[src/rtl/shift_scheduler.sv]
// shift_scheduler
//
// Round-robin front end for one shared 32-bit combinational barrel shifter.
// Up to NUM_REQ requesters present valid/op/amount/data. One winner is accepted
// per transaction. Its operands are registered onto the sh_* outputs, which
// feed the shared shifter. The shifter result is registered one cycle later
// and returned on a single response channel, tagged with the winner's index.
//
// Ports
//   clk_in         clock, rising edge
//   rst_n_in       synchronous reset, active low
//   req_valid_in   per-requester request valid            [NUM_REQ]
//   req_ready_out  per-requester accept, one-hot or zero  [NUM_REQ]
//   req_op_in      op of requester i at [2i+1:2i]         (00 SLL, 01 SRL, 10 SRA, 11 ROR)
//   req_amount_in  shift amount of requester i at [5i+4:5i]
//   req_data_in    operand of requester i at [32i+31:32i]
//   rsp_valid_out  result valid
//   rsp_ready_in   consumer accepts result
//   rsp_id_out     index of the requester that owns the result
//   rsp_data_out   shifted result
//   sh_b_out       registered operand to the shared shifter
//   sh_amount_out  registered shift amount to the shared shifter
//   sh_op_out      registered op to the shared shifter
//   sh_result_in   combinational result from the shared shifter
//   busy_out       high whenever the scheduler is not idle
module shift_scheduler #(
  parameter int NUM_REQ = 2,
  parameter int ID_W    = 1
) (
  input  logic                  clk_in,
  input  logic                  rst_n_in,
  input  logic [NUM_REQ-1:0]    req_valid_in,
  output logic [NUM_REQ-1:0]    req_ready_out,
  input  logic [2*NUM_REQ-1:0]  req_op_in,
  input  logic [5*NUM_REQ-1:0]  req_amount_in,
  input  logic [32*NUM_REQ-1:0] req_data_in,
  output logic                  rsp_valid_out,
  input  logic                  rsp_ready_in,
  output logic [ID_W-1:0]       rsp_id_out,
  output logic [31:0]           rsp_data_out,
  output logic [31:0]           sh_b_out,
  output logic [4:0]            sh_amount_out,
  output logic [1:0]            sh_op_out,
  input  logic [31:0]           sh_result_in,
  output logic                  busy_out
);

  localparam logic [1:0] IDLE = 2'd0;
  localparam logic [1:0] EXEC = 2'd1;
  localparam logic [1:0] RESP = 2'd2;

  logic [1:0]      state;
  logic [ID_W-1:0] rr_ptr;
  logic [ID_W-1:0] winner;
  logic [ID_W-1:0] rr_next;
  logic            found;
  int              idx;

  // Search upward from the round-robin pointer with wrap-around. The first
  // valid requester found wins, so a lone requester is always granted and
  // idx never leaves 0..NUM_REQ-1.
  always_comb begin
    found  = 1'b0;
    winner = '0;
    idx    = 0;
    for (int off = 0; off < NUM_REQ; off++) begin
      idx = int'(rr_ptr) + off;
      if (idx >= NUM_REQ) begin
        idx = idx - NUM_REQ;
      end
      if (!found && req_valid_in[idx]) begin
        found  = 1'b1;
        winner = ID_W'(idx);
      end
    end
  end

  // The pointer moves to the slot just past the winner, so a requester that
  // stays valid cannot be granted again until every other valid one has had
  // a turn.
  always_comb begin
    rr_next = winner + 1'b1;
    if (int'(winner) == NUM_REQ - 1) begin
      rr_next = '0;
    end
  end

  // Grants are only offered while idle. This also blocks an accept in the
  // same cycle as the response handshake, because that cycle is still RESP.
  always_comb begin
    req_ready_out = '0;
    if (state == IDLE && found) begin
      req_ready_out[winner] = 1'b1;
    end
  end

  assign rsp_valid_out = (state == RESP);
  assign busy_out      = (state != IDLE);

  // sh_* are written only on an accept edge, so the shared shifter sees
  // stable inputs for the whole EXEC cycle.
  always_ff @(posedge clk_in) begin
    if (!rst_n_in) begin
      state         <= IDLE;
      rr_ptr        <= '0;
      sh_b_out      <= '0;
      sh_amount_out <= '0;
      sh_op_out     <= '0;
      rsp_id_out    <= '0;
      rsp_data_out  <= '0;
    end else begin
      case (state)
        IDLE: begin
          if (found) begin
            sh_op_out     <= req_op_in[2*winner +: 2];
            sh_amount_out <= req_amount_in[5*winner +: 5];
            sh_b_out      <= req_data_in[32*winner +: 32];
            rsp_id_out    <= winner;
            rr_ptr        <= rr_next;
            state         <= EXEC;
          end
        end
        EXEC: begin
          rsp_data_out <= sh_result_in;
          state        <= RESP;
        end
        RESP: begin
          if (rsp_ready_in) begin
            state <= IDLE;
          end
        end
        default: begin
          state <= IDLE;
        end
      endcase
    end
  end

endmodule

[config.mk]
export PLATFORM = sky130hd
export DESIGN_NAME = shift_scheduler
export DESIGN_NICKNAME = d
export VERILOG_FILES = /design/src/rtl/shift_scheduler.sv
export SDC_FILE = /design/constraint.sdc
export NUM_CORES = 1
export LEC_CHECK = 0
export CAP_MARGIN = 20
export CORE_MARGIN = 10
export CORE_UTILIZATION = 37
export CTS_CLUSTER_DIAMETER = 100
export DETAILED_ROUTE_END_ITERATION = 6
export GPL_ROUTABILITY_DRIVEN = 0
export PLACE_DENSITY = 0.81
export SYNTH_ARGS = -nofsm -noshare
export SYNTH_HDL_FRONTEND = slang
export SYNTH_SLANG_ARGS = --single-unit
[constraint.sdc]
create_clock -name clk_in -period 1.4 [get_ports clk_in]
set_input_delay 0.28 -clock clk_in [delete_from_list [all_inputs] [get_ports clk_in]]
set_output_delay 0.28 -clock clk_in [all_outputs]
set_load 0.01 [all_outputs]
==> results of run 1 <==
## metal layers
metal | global-route usage (%) | wire, um
met5 | 0 | 0
met4 | 6.26 | 199
met3 | 7.03 | 1090
met2 | 28.5 | 5640
met1 | 20.5 | 4750
## timing repair
item	4_1_cts	5_1_grt
setup buffers	2	1
endpoints found under the setup margin	117	44
resized for setup	100	3
pin swaps	1	3
## final cells by class
cell class / count / share of cell area (%)
repair buffers: 209 / 38.5
flip-flops and latches: 75 / 28.7
multi-input cells: 270 / 26.1
well taps: 105 / 2.50
clock buffers: 10 / 2.43
clock inverters: 6 / 1.67
inverters: 2 / 0.143
diodes: 1 / 0.0476
## worst register-to-register path: stages (launching register included)
cell and delay, ns:
dfxtp_4 0.38, nor3b_4 0.21, buf_4 0.42, nand3_1 0.14
a31oi_1 0.21
## logic make-up (layout without fill, tap and decap cells)
logic type             Yosys count  in the layout  synth area share [%]
DFF                             75             75                  48.3
other                            0              1                     0
AOI/OAI and AO/OA              114            114                  20.0
and+or+nand+nor                156            156                  23.3
buffers and inverters           43            227                  8.44
## through the flow
stage	instances	TNS, ns	hold WS (ns)	setup WS (ns)	power, uW
floorplan	388	0	0.416	0.110	3110
global placement	660	-14.68	0.441	-0.533	3900
detailed placement	660	-17.71	0.447	-0.580	3930
CTS	676	-0.302	0.455	-0.115	5640
global route	677	-3.39	0.468	-0.144	5850
finish	678	-0.245	0.454	-0.0800	5580
## final timing paths
kind                                                     from                             to  depth (start not counted)
worst max-delay path                    state[0]$_SDFFE_PN0P_               req_ready_out[1]                          4
worst min-delay path            rsp_data_out[31]$_SDFFE_PN0N_  rsp_data_out[31]$_SDFFE_PN0N_                          2
worst max register to register          state[0]$_SDFFE_PN0P_       sh_b_out[8]$_SDFFE_PN0P_                          4
worst min register to register  rsp_data_out[31]$_SDFFE_PN0N_  rsp_data_out[31]$_SDFFE_PN0N_                          2
## registers in the layout, summed over array words and instances, names as in the netlist
register	count
sh_op_out	2
rr_ptr	1
rsp_id_out	1
sh_b_out	32
state	2
sh_amount_out	5
rsp_data_out	32
## cells in the final DEF, fill, tap and decap left out, types with 3 or more instances in the layout
cell type / n
dlygate4sd2_1: 74
nand3_1: 78
buf_12: 5
clkbuf_8: 10
dfxtp_1: 73
a31oi_1: 39
nand2b_1: 3
nand2_1: 66
o21ai_1: 40
a21oi_1: 34
buf_6: 4
buf_4: 12
clkdlybuf4s50_1: 112
## where the power goes
part	switching (uW)	internal, uW	total [uW]
combinational	670	708	1380
sequential	86.7	2310	2400
clock	794	1010	1800
total	1550	4030	5580
==> metrics.md, run 1 <==
| Metric | Value |
|---|---|
| DP Area | 5100 um2 |
| Setup Viol. Count Final | 8 |
| Leak | 0.00218 uW |
| Final hold vios | 0 |
| Clock tree from TritonCTS | built |
| Root buffer cell | clkbuf_8 |
| Async set-reset flop share out of synthesis | 0% |
| Fraction of layout cells with a size suffix above 1 | under 10% |
| Worst Max-Slew Pin Slew | about 0.44 ns |
| Overall routing resource usage | 17.6% |
| First-pass GRT wire length | approximately 18000 um |
| Area occupied by multi-input gates | between 1000 and 1500 um2 |
| Net Count, Synth | 503 |
| Reg area | around 1500 um2 |
| Port Buf Inserts | 190 |
| Grt ovf | 0 |
| Clock latency on the worst-skew pair | ~0.33 ns |
| Core area | ~8200 um2 |
| DRT Wirelength | 11700 um |
| Initial antenna violation count | 0 |
| Starting density of the core | 37.9% |
| Post-CTS Hold Buffers | 0 |
| Number of buffers created by CTS | 9 |
| Net count of the finished layout | 682 |
| Cell family with most CP delay | flip-flops |
| Slowest stage cell, crit path | dfxtp_4 |
| Final core occ | 64.0% |
| Critical Path End Type | output pin |
| Arr. time, crit path | around 1.2 ns |
| Vias in the first global route | 3502 |
| R2R Setup Slk | -0.03 ns |
| Detailed-route via count | ~3500 |
| Synth top area cells | dfxtp_1 48%, nand3_1 13%, nand2_1 8.0% |
| Worst Hold Class | reg2reg |
| Clock-pin slew on the worst setup and hold paths | 0.08 ns |
| Ys Warns | 0 |
| RSZ-0062 raised after global routing | true |
| Most common cell in the netlist | nand3_1 |
| Detailed-router iteration count before antenna repair | 4 |
| CP max stage delay | roughly 0.38 ns |
| Drt drc | 0 |
| Final worst-path cycle share | 106% |
| Status | complete, but fails checks |
| Max Cap Viol | 0 |
| Num ports | roughly 190 |
| PnR worst setup slack | -0.0800 ns |
| Largest net degree at the start of global routing | 43 |
| Top_reg_cell synth | dfxtp_1 |
| Clock Path Buffers | 2 |
| Die H | approximately 110 um |
| Post-synthesis cell type count | 20 |
| CP cell instances | nor3b_4, nand2_1, inv_1, buf_6 |
| Failing checks | setup timing |
| Worst vdd ir | ~0.58 mV |
| Synthesized area | 3110 um2 |
| Clk sinks | 75 |
| Antenna-violating nets left | 0 |
| Max Transition Viols Final | 0 |
| Fmax | 0.676 GHz |
| CP startpoint kind | register |
| Minimum clock period | 1.48 ns |
| Post-Synthesis Cells | just under 400 |
| Die Width | 112 um |
| Vias per cell | about 5.2 |
| Sequential share of the synthesized area | 48.3% |
| H-tree level count | 3 |
| Setup Skew | about 0.0072 ns |
| Crit Path Class | reg2out |
| Flops & latches, synth | 75 |
| Crit path buf inv count | 2 |
| Commonest cells in the synthesized netlist | 78 x nand3_1, 75 x dfxtp_1, 66 x nand2_1 |
| Average cell area after synthesis | 8.02 um2 |
| CP Data Required Time | roughly 1.1 ns |
| Slew margin rel. | 70.9% |
| FP Rows | 33 |
| Yosys top cell by area | dfxtp_1 |
| Total die area | between 10000 and 15000 um2 |
| Crit path max fanout | 4 |
| Fillers | approximately 720 |
| Pwr per Cell Area | 1060 nW/um2 |
| Post-synth EDFFs | 0 |
| Top-area cell type share of the netlist area | 48.3% |
| DR WL/cell | 17.2 um |
| Final non-filler cell area | 5260 um2 |
| P&R area growth vs syn | 69.0% |
| Post-DP HPWL | 8560 um |
| Initial DRC count | around 240 |
Note: power is estimated with default switching activity, not from simulation.
==> run 2: changes to the inputs <==
--- a/constraint.sdc
+++ b/constraint.sdc
@@ -3,2 +3,2 @@
 set_output_delay 0.28 -clock clk_in [all_outputs]
-set_load 0.01 [all_outputs]
+set_load 0.005 [all_outputs]
==> metrics.md, run 2 (synthesis gave the netlist of run 1 again) <==
| Metric | Value |
|---|---|
| Status | complete, but fails checks |
| Failing checks | setup timing |
| Die H | 112 um |
| Post-DP HPWL | around 8600 um |
| Max Transition Viols Final | 0 |
| Slew margin rel. | about 70% |
| Worst Max-Slew Pin Slew | 0.444 ns |
| Clock-pin slew on the worst setup and hold paths | roughly 0.080 ns |
| Setup Skew | between 0.009 and 0.01 ns |
| Leak | 0.00219 uW |
| Crit path max fanout | 4 |
| Port Buf Inserts | 190 |
| Fraction of layout cells with a size suffix above 1 | around 8.6% |
| Setup_tns | -0.165 ns |
| Clk sinks | 75 |
| Worst Hold Class | reg2reg |
| Drt drc | 0 |
| RSZ-0062 raised after global routing | true |
| Core area | 8220 um2 |
| Clock tree from TritonCTS | built |
| Total die area | 12500 um2 |
| Pwr per Cell Area | roughly 1100 nW/um2 |
| CP Data Required Time | 1.12 ns |
| Most frequent cells in the layout | 112 x clkdlybuf4s50_1, 78 x nand3_1, 74 x dlygate4sd2_1 |
| Final core occ | between 60 and 70% |
| Detailed-router iteration count before antenna repair | 4 |
| DRT Wirelength | approximately 12000 um |
| Number of buffers created by CTS | 9 |
| P&R area growth vs syn | 69.5% |
| Antenna Diode Count | 0 |
| Clock latency on the worst-skew pair | around 0.34 ns |
| CP startpoint kind | register |
| Starting density of the core | a little under two fifths |
| First-pass GRT wire length | 18800 um |
| Detailed-route via count | 3568 |
| Initial antenna violation count | 0 |
| Die Width | 112 um |
| Antenna-violating nets left | 0 |
| Placement Setup Slack | -0.521 ns |
| Num ports | approximately 190 |
| Fin cells | between 600 and 700 |
| WHS | 0.451 ns |
| Clock Path Buffers | 2 |
| Setup Viol. Count Final | 7 |
| DR WL/cell | 17.5 um |
| Net count of the finished layout | 683 |
| Overall routing resource usage | 18.1% |
| Max Cap Viol | 0 |
| Vias per cell | 5.27 |
| Most common cell after layout, fill and taps aside | clkdlybuf4s50_1 |
| Crit Path Class | reg2out |
| Minimum clock period | 1.47 ns |
| PnR worst setup slack | -0.0730 ns |
| Fmax | 0.679 GHz |
| H-tree level count | 3 |
| Grt ovf | 0 |
| Root buffer cell | clkbuf_8 |
| Post-CTS Hold Buffers | 0 |
| Arr. time, crit path | 1.19 ns |
| Final worst-path cycle share | 105% |
| Vias in the first global route | roughly 3600 |
| Final hold vios | 0 |
| Worst vdd ir | between 0.7 and 0.8 mV |
| Largest net degree at the start of global routing | 43 |
| Initial DRC count | about 210 |
| Top Registers | rsp_data_out (32), sh_b_out (32), sh_amount_out (5) |
| Critical Path End Type | output pin |
| FP Rows | 33 |
| Placed insts | 660 |
==> run 2: changes by cell type in the layout (fill, tap and decap cells not counted), sizes merged <==
| cell | before | now |
|---|---|---|
| buf | 22 | 24 |
| bufinv | 2 | 3 |
| clkbuf | 11 | 9 |
| clkinv | 3 | 2 |
| diode | 1 | 0 |
==> run 2: final cells by class <==
cell class	count	area, um2
clock inverter	6	113
clock buffer	9	124
tap	105	131
multi-input combinational	270	1370
sequential	75	1510
fill	747	2940
timing repair buffer	210	2020
inverter	2	7.51
==> run 2: per-layer routing <==
metal,wire [um],GRT usage (%)
met5,0,0
met4,257,6.43
met3,1190,7.35
met2,5600,29.9
met1,4800,20.6
==> run 2: repair_timing <==
| item | in CTS | in global routing |
|---|---|---|
| endpoints found under the hold margin | 0 | 0 |
| pin swaps | 3 | 2 |
| buffers inserted | 2 | 1 |
| setup endpoints to repair | 117 | 44 |
| gates resized for setup | 100 | 1 |
==> run 2: through the flow <==
step	instance area, um2	total power, uW
2_1_floorplan	3110	3040
3_3_place_gp	5100	3840
3_5_place_dp	5100	3870
4_1_cts	5260	5740
5_1_grt	5270	5960
6_report	5270	5690
==> run 2: report_power, final <==
group / leakage [uW] / total, uW / internal (uW) / switching, uW
combinational: 0.00145 / 1300 / 693 / 604
clock: 0.000120 / 1990 / 1180 / 811
sequential: 0.000618 / 2400 / 2310 / 86.6
total: 0.00219 / 5690 / 4190 / 1500
==> run 2: final timing paths <==
check / startpoint / slack [ns] / cells after the start / end
worst max-delay path: state[1]$_SDFFE_PN0P_ / -0.07 / 3 / req_ready_out[0]
worst min register to register: rsp_data_out[22]$_SDFFE_PN0N_ / 0.45 / 2 / rsp_data_out[22]$_SDFFE_PN0N_
worst max register to register: state[0]$_SDFFE_PN0P_ / -0.01 / 4 / sh_b_out[13]$_SDFFE_PN0P_
worst min-delay path: rsp_data_out[22]$_SDFFE_PN0N_ / 0.45 / 2 / rsp_data_out[22]$_SDFFE_PN0N_
==> run 2: critical path, cell delays in order (launching register included) <==
cell and delay (ns):
dfxtp_4 0.38, nor3b_4 0.20, and2_1 0.14, buf_2 0.12
==> run 3: changes to the inputs <==
CORE_UTILIZATION = 60   (was 37)
DONT_BUFFER_PORTS = 1   (was unset)
PLACE_DENSITY = 0.77   (was 0.81)
==> metrics.md, run 3 (synthesis gave the netlist of run 1 again) <==
| Metric | Value |
|---|---|
| Number of buffers created by CTS | 9 |
| Initial DRC count | 183 |
| Fraction of layout cells with a size suffix above 1 | 13.0% |
| Crit Path Class | reg2out |
| Antenna-violating nets left | 0 |
| CP startpoint kind | register |
| Worst Max-Slew Pin Slew | 0.358 ns |
| Die H | 92.0 um |
| H-tree level count | 3 |
| Arr. time, crit path | roughly 1.2 ns |
| Slew margin rel. | 76.1% |
| Post-DP HPWL | between 7000 and 8000 um |
| Setup Skew | 0.0117 ns |
| Most common cell after layout, fill and taps aside | nand3_1 |
| P&R area growth vs syn | 10.6% |
| Final worst-path cycle share | 103% |
| Detailed-route via count | 2903 |
| Net count of the finished layout | 495 |
| Initial antenna violation count | 0 |
| DRT Wirelength | just under 10000 um |
| Leak | around 0.0012 uW |
| Final non-filler cell area | 3440 um2 |
| Starting density of the core | approximately 61% |
| Largest net degree at the start of global routing | 38 |
| DR WL/cell | roughly 21 um |
| Worst Hold Class | in2reg |
| Total die area | 8470 um2 |
| Clock tree from TritonCTS | built |
| Status | complete, but fails checks |
| Final hold vios | 0 |
| Vias in the first global route | around 2700 |
| Clock-pin slew on the worst setup and hold paths | 0.08 ns |
| Grt ovf | 0 |
| DP Area | 3190 um2 |
| Pwr per Cell Area | about 1500 nW/um2 |
| Port Buf Inserts | 0 |
| Critical Path End Type | output pin |
| Clk sinks | 75 |
| Max Cap Viol | 0 |
| CP Data Required Time | 1.12 ns |
| Antenna Diode Count | 0 |
| Clock Path Buffers | 2 |
| Most frequent cells in the layout | 78 x nand3_1, 72 x dfxtp_1, 65 x nand2_1 |
| Worst vdd ir | roughly 0.67 mV |
| Num ports | 191 |
| Max Transition Viols Final | 0 |
| Minimum clock period | approximately 1.4 ns |
| Root buffer cell | clkbuf_8 |
| Setup_tns | -0.0363 ns |
| Top Registers | rsp_data_out (32), sh_b_out (32), sh_amount_out (5) |
| Overall routing resource usage | 21.5% |
| RSZ-0062 raised after global routing | true |
| Setup Viol. Count Final | 1 |
| PnR worst setup slack | -0.0363 ns |
| Vias per cell | 6.38 |
| Drt drc | 0 |
| Detailed-router iteration count before antenna repair | 4 |
| Crit path max fanout | 18 |
| Failing checks | setup timing |
| Fmax | 0.696 GHz |
| FP Rows | 26 |
| Die Width | 92.0 um |
| Core area | approximately 5000 um2 |
| Clock latency on the worst-skew pair | 0.35 ns |
| First-pass GRT wire length | 14700 um |
[run 3: per-stage QoR]
step                      util (%)  hold slack, ns  total power [uW]  worst slack, ns  cells
after floorplan                  -           0.416              3040            0.144    388
after global placement        62.8           0.418              3210            0.120    438
after detailed placement      62.8           0.423              3230            0.103    438
after CTS                     67.7          0.0516              5020          -0.0437    455
after global routing          67.8          0.0481              5220          -0.0685    455
final                         67.8          0.0583              5000          -0.0363    455
[run 3: cell type report]
class	count	area, um2
Inverter	2	7.51
Tap cell	70	87.6
Timing Repair Buffer	22	244
Sequential cell	75	1510
Fill cell	403	1630
Multi-Input combinational cell	270	1370
Clock buffer	10	128
Clock inverter	6	90.1
[run 3: final timing paths]
| path | start | to | slack [ns] | cells after the start |
|---|---|---|---|---|
| worst max-delay path | state[0]$_SDFFE_PN0P_ | busy_out | -0.04 | 2 |
| worst min register to register | rr_ptr$_SDFFE_PN0P_ | rr_ptr$_SDFFE_PN0P_ | 0.45 | 1 |
| worst max register to register | state[1]$_SDFFE_PN0P_ | sh_b_out[22]$_SDFFE_PN0P_ | 0.09 | 5 |
| worst min-delay path | sh_result_in[7] | rsp_data_out[7]$_SDFFE_PN0N_ | 0.06 | 2 |
[run 3: metal layers]
layer,wire (um),GRT usage [%]
met5,0,0
met4,198,8.48
met3,1290,10.1
met2,4690,34.7
met1,3470,24.0
[run 3: power by group]
group,switching (uW),internal [uW],total (uW)
combinational,430,301,731
sequential,160,2310,2470
clock,786,1010,1790
total,1380,3620,5000
[run 3: repair_timing]
action	4_1_cts	5_1_grt
hold buffers	0	0
setup endpoints to repair	4	3
buffers inserted	2	0
pin swaps	4	2
gates resized for setup	9	2
[run 3: critical path: stages, from the launching register on]
cell and delay [ns]:
dfxtp_4 0.38, or2_4 0.28, buf_12 0.16
